**src/rtl/full_adder_reg_pkg.sv**
```systemverilog
// Shared constants for the registered full adder and its testbench.
package full_adder_reg_pkg;

    localparam int FA_MAX_WIDTH = 64;

endpackage

```
**src/rtl/full_adder_reg_if.sv**
```systemverilog
// Operand/result bundle for full_adder_reg.
// Handshake: in_valid qualifies a, b and ci on a rising edge. There is no
// ready, so every valid beat is accepted. out_valid marks the cycle after an
// accepted beat; sum and carry hold their last result while out_valid is low.
interface full_adder_reg_if #(
    parameter int WIDTH = 1
);
    logic             in_valid;
    logic [WIDTH-1:0] a;
    logic [WIDTH-1:0] b;
    logic             ci;
    logic [WIDTH-1:0] sum;
    logic             carry;
    logic             out_valid;

    modport master (
        output in_valid, a, b, ci,
        input  sum, carry, out_valid
    );

    modport slave (
        input  in_valid, a, b, ci,
        output sum, carry, out_valid
    );
endinterface

```
**src/rtl/fa_cell.sv**
```systemverilog
// One-bit combinational full adder; the ripple element of full_adder_reg.
module fa_cell (
    input  logic a,
    input  logic b,
    input  logic ci,
    output logic s,
    output logic co
);
    logic p;

    assign p  = a ^ b;
    assign s  = p ^ ci;
    assign co = (a & b) | (ci & p);
endmodule

```
**src/rtl/full_adder_reg.sv**
```systemverilog
// Registered WIDTH-bit ripple-carry adder: {carry, sum} = a + b + ci, one cycle
// of latency, loaded only on in_valid.
module full_adder_reg
    import full_adder_reg_pkg::*;
#(
    parameter int WIDTH = 1
) (
    input  logic              clk,
    input  logic              rst,
    full_adder_reg_if.slave   bus
);
    if (WIDTH < 1 || WIDTH > FA_MAX_WIDTH) begin : g_bad_width
        $error("full_adder_reg: WIDTH %0d outside 1..%0d", WIDTH, FA_MAX_WIDTH);
    end

    logic [WIDTH:0]   c;
    logic [WIDTH-1:0] s;

    assign c[0] = bus.ci;

    for (genvar i = 0; i < WIDTH; i++) begin : g_chain
        fa_cell u_cell (
            .a  (bus.a[i]),
            .b  (bus.b[i]),
            .ci (c[i]),
            .s  (s[i]),
            .co (c[i+1])
        );
    end

    logic [WIDTH-1:0] sum_q, sum_d;
    logic             carry_q, carry_d;
    logic             valid_q, valid_d;

    // Idle cycles keep the previous result, so stray operands cannot leak in.
    always_comb begin
        sum_d   = sum_q;
        carry_d = carry_q;
        valid_d = bus.in_valid;
        if (bus.in_valid) begin
            sum_d   = s;
            carry_d = c[WIDTH];
        end
    end

    always_ff @(posedge clk) begin
        if (rst) begin
            sum_q   <= '0;
            carry_q <= 1'b0;
            valid_q <= 1'b0;
        end else begin
            sum_q   <= sum_d;
            carry_q <= carry_d;
            valid_q <= valid_d;
        end
    end

    assign bus.sum       = sum_q;
    assign bus.carry     = carry_q;
    assign bus.out_valid = valid_q;
endmodule

```
**src/flat_wrapper.sv**
```systemverilog
// flat-port wrapper written by rule: the top's interface ports become plain ports
module full_adder_reg_flat import full_adder_reg_pkg::*;
#(
    parameter int WIDTH = 1
)
  (clk, rst, bus_in_valid, bus_a, bus_b, bus_ci, bus_sum, bus_carry, bus_out_valid);
  full_adder_reg_if #(.WIDTH(WIDTH)) bus_i ();
  input  logic clk;
  input  logic rst;
  input wire logic [$bits(bus_i.in_valid)-1:0] bus_in_valid;
  input wire logic [$bits(bus_i.a)-1:0] bus_a;
  input wire logic [$bits(bus_i.b)-1:0] bus_b;
  input wire logic [$bits(bus_i.ci)-1:0] bus_ci;
  output wire logic [$bits(bus_i.sum)-1:0] bus_sum;
  output wire logic [$bits(bus_i.carry)-1:0] bus_carry;
  output wire logic [$bits(bus_i.out_valid)-1:0] bus_out_valid;
  assign bus_i.in_valid = bus_in_valid;
  assign bus_i.a = bus_a;
  assign bus_i.b = bus_b;
  assign bus_i.ci = bus_ci;
  assign bus_sum = bus_i.sum;
  assign bus_carry = bus_i.carry;
  assign bus_out_valid = bus_i.out_valid;
  full_adder_reg #(.WIDTH(WIDTH)) u_core (.clk(clk), .rst(rst), .bus(bus_i));
endmodule
```
**config.mk**
```make
export PLATFORM = sky130hd
export DESIGN_NAME = full_adder_reg_flat
export DESIGN_NICKNAME = d
export VERILOG_FILES = /design/src/rtl/full_adder_reg_pkg.sv /design/src/rtl/full_adder_reg_if.sv /design/src/rtl/fa_cell.sv /design/src/rtl/full_adder_reg.sv /design/src/flat_wrapper.sv
export SDC_FILE = /design/constraint.sdc
export NUM_CORES = 1
export LEC_CHECK = 0
export CAP_MARGIN = 10
export CORE_AREA = 4 4 41 43
export DETAILED_ROUTE_END_ITERATION = 10
export DIE_AREA = 0 0 45 47
export PLACE_DENSITY = 0.33
export SYNTH_ARGS = -nofsm -noshare
export SYNTH_HDL_FRONTEND = slang
export SYNTH_HIERARCHICAL = 1
export SYNTH_SLANG_ARGS = --single-unit
```
**constraint.sdc**
```tcl
create_clock -name clk -period 0.9 [get_ports clk]
set_clock_uncertainty 0.05 [all_clocks]
set_input_delay 0.135 -clock clk [delete_from_list [all_inputs] [get_ports clk]]
set_output_delay 0.135 -clock clk [all_outputs]
set_load 0.05 [all_outputs]
```
==> impl_metrics.tcl <==
set metrics [dict create \
    status "completed" \
    grt.overflow.total 0 \
    final_nets 29 \
    instances_no_fill 36 \
    ant_nets 0 \
    antenna_found_initial 0 \
    min_period_over_period_pct 99.4 \
    synth_commonest_cells "dfxtp_1, mux2i_1, nor2_1, fa_1, nor2b_1" \
    setup_ws_ns 0.00527 \
    hold_viol 0 \
    rows 13 \
    fp.coreArea_um2 1300 \
    cts_root_buffer "clkbuf_4" \
    setup_viol 0 \
    dieHeight_um 47 \
    vias 108 \
    synthMostInstantiatedCell "dfxtp_1" \
    min_path_cells 2 \
    min_to "u_core/bus.out_valid" \
    cts-buffers-inserted 3 \
    crit_path_max_incr_delay_ns 0.34 \
    synth-seq-cells 3 \
    worstSetupStartpointType "flop" \
    use_met2_pct 4.52 \
    rr_endpoint "u_core/bus.sum" \
    drc_errors 0 \
    slowest_stage "dfxtp_2" \
    synth_ff_type "dfxtp_1" \
    cts_tree "yes" \
    synth_edf_count 0 \
    cellLeakagePower_nw 0.123 \
    tns_ns 0 \
    async_flop_share_pct 0 \
    grt.busiest_layer "met4" \
    vias_per_cell 3.00 \
    post-route-min-period_ns 0.895 \
    synth_cells 9 \
    post_cts_buffers 0 \
    cp_max_fo 2 \
    p_total_uw 501 \
    cp_top_family "flip-flops" \
    wl_per_cell_um 8.25 \
    reg2reg_slack_ns 0.24 \
    crit_required_ns 0.71 \
    syn_area_um2 114 \
    synth.distinct_cells 5 \
    grt_pass1_vias 129 \
    die_w_um 45 \
    p_int_uw 373 \
    p_switching_uw 128 \
    path_class "flop to output pin" \
    diodes 0 \
    drv_slew 0 \
    grt_use_total_pct 4.66 \
    ios 9 \
    seq_power_share_pct 30.9 \
    yosysTopAreaCellShare_pct 52.7 \
    dp_cells 32 \
    portBuffers 8 \
    power_frac_clock_pct 46.4 \
    use_met1_pct 4.31 \
    grt_pass1_wl_um 545 \
    cp.arrival_ns 0.71 \
    synth_nets 16 \
    timing.critical_path.cells "buf_12" \
    avgSynthCellArea_um2 12.7 \
    cap_violations 0 \
    synthTopCellsByArea "dfxtp_1, fa_1, mux2i_1" \
    min-delay-start "bus_in_valid" \
    slew_headroom_pct 89.2 \
    clk_pin_slew_worst_paths_ns 0.04 \
    hold_class "primary input to flop" \
    max_slew.worst_pin.slew_ns 0.162 \
    crit_buf_inv 1 \
    setup.worst_path.end_class "output pin" \
    grt_max_degree 4 \
    ir_worst_vdd_uv 327 \
    clk_latency_ns 0.23 \
    routabilityCongestion 0.607 \
    post-place-ws_ns -0.508 \
    max_freq_mhz 1120 \
    rsz0062_at_grt "yes" \
    ff2ff_path_depth 2 \
    clock-sinks 3 \
    powerDensity_nw_per_um2 1880 \
    r2r_start "u_core/bus.sum" \
    power_frac_comb_pct 22.6 \
    cts_max_path_buffers 2 \
    hold_ws_ns 0.196 \
    drtIter0Drc 0 \
    ys_seq_area_share_pct 52.7 \
    area_growth_pct 134 \
    cts_hold_buf 0 \
    yosys_warnings 6 \
    drive_above_1_share_pct 57.1 \
    use_met3_pct 4.60 \
    drtPass1Iterations 1 \
    initial_core_util_pct 8.75 \
    htreeDepth 1 \
    swShare_pct 25.6 \
    routed_wl_um 297 \
    synth.largest_area_cell "dfxtp_1" \
    die-area_um2 2120 \
]
## power groups by stage
stage | Sequential, mW | Clock [mW] | Combinational [mW]
after floorplan | 0.185 | 0 | 0.0161
after global placement | 0.157 | 0 | 0.120
after detailed placement | 0.157 | 0 | 0.119
after CTS | 0.155 | 0.249 | 0.116
after global routing | 0.156 | 0.259 | 0.121
final | 0.155 | 0.233 | 0.113
## cell type report
cell class | count | area [um2]
clock buffer | 4 | 26.3
fill | 160 | 1030
multi-input combinational | 6 | 53.8
sequential | 3 | 63.8
tap | 15 | 18.8
timing repair buffer | 8 | 104
## per-stage QoR
step                      util (%)  instance area, um2
after floorplan                  -                 116
after global placement        18.8                 245
after detailed placement      18.8                 245
after CTS                     20.6                 268
after global routing          20.5                 267
final                         20.5                 267
## kinds of logic (layout without fill, tap and decap cells)
kind of cell	Yosys count	count (layout)	share of synthesized area, %
adder cells (fa/ha/maj)	1	1	17.6
buffers and inverters	0	12	0
flip-flops	3	3	52.7
multiplexers	2	2	17.6
AND/OR/NAND/NOR	3	3	12.1
## how the worst max path moves through the flow
stage	startpoint	endpoint	slack [ns]	cells past startpoint
floorplan	bus_a	u_core/bus.sum	-0.02	3
global placement	bus_b	u_core/bus.sum	-0.52	4
detailed placement	bus_a	u_core/bus.sum	-0.51	4
CTS	u_core/bus.carry	bus_carry	-0.01	1
global route	u_core/bus.sum	bus_sum	-0.02	1
finish	u_core/bus.sum	bus_sum	0.005	1
## cells in the final DEF (no fill, tap or decap)
master           netlist  layout
dlymetal6s2s_1         0       1
fa_1                   1       1
nor2b_1                1       1
nor2_1                 2       2
dfxtp_2                0       3
clkbuf_4               0       3
mux2i_1                2       2
clkbuf_2               0       2
buf_12                 0       3
buf_6                  0       1
clkdlybuf4s50_1        0       1
clkbuf_1               0       1
## registers in the layout, indices dropped and copies added, names as in the netlist
register and flops:
u_core/bus.out_valid 1, u_core/bus.carry 1, u_core/bus.sum 1
## layer usage
metal / vias to the layer above / wire, um
met3: 0 / 47
met2: 8 / 120
met4: 0 / 0
li1: 53 / -
met5: - / 0
met1: 47 / 129
## what timing repair did
action | CTS | global route
pin swaps | 2 | 2
setup endpoints to repair | 5 | 3
resized for setup | 9 | 4
Power figures use the tool's default switching activity.
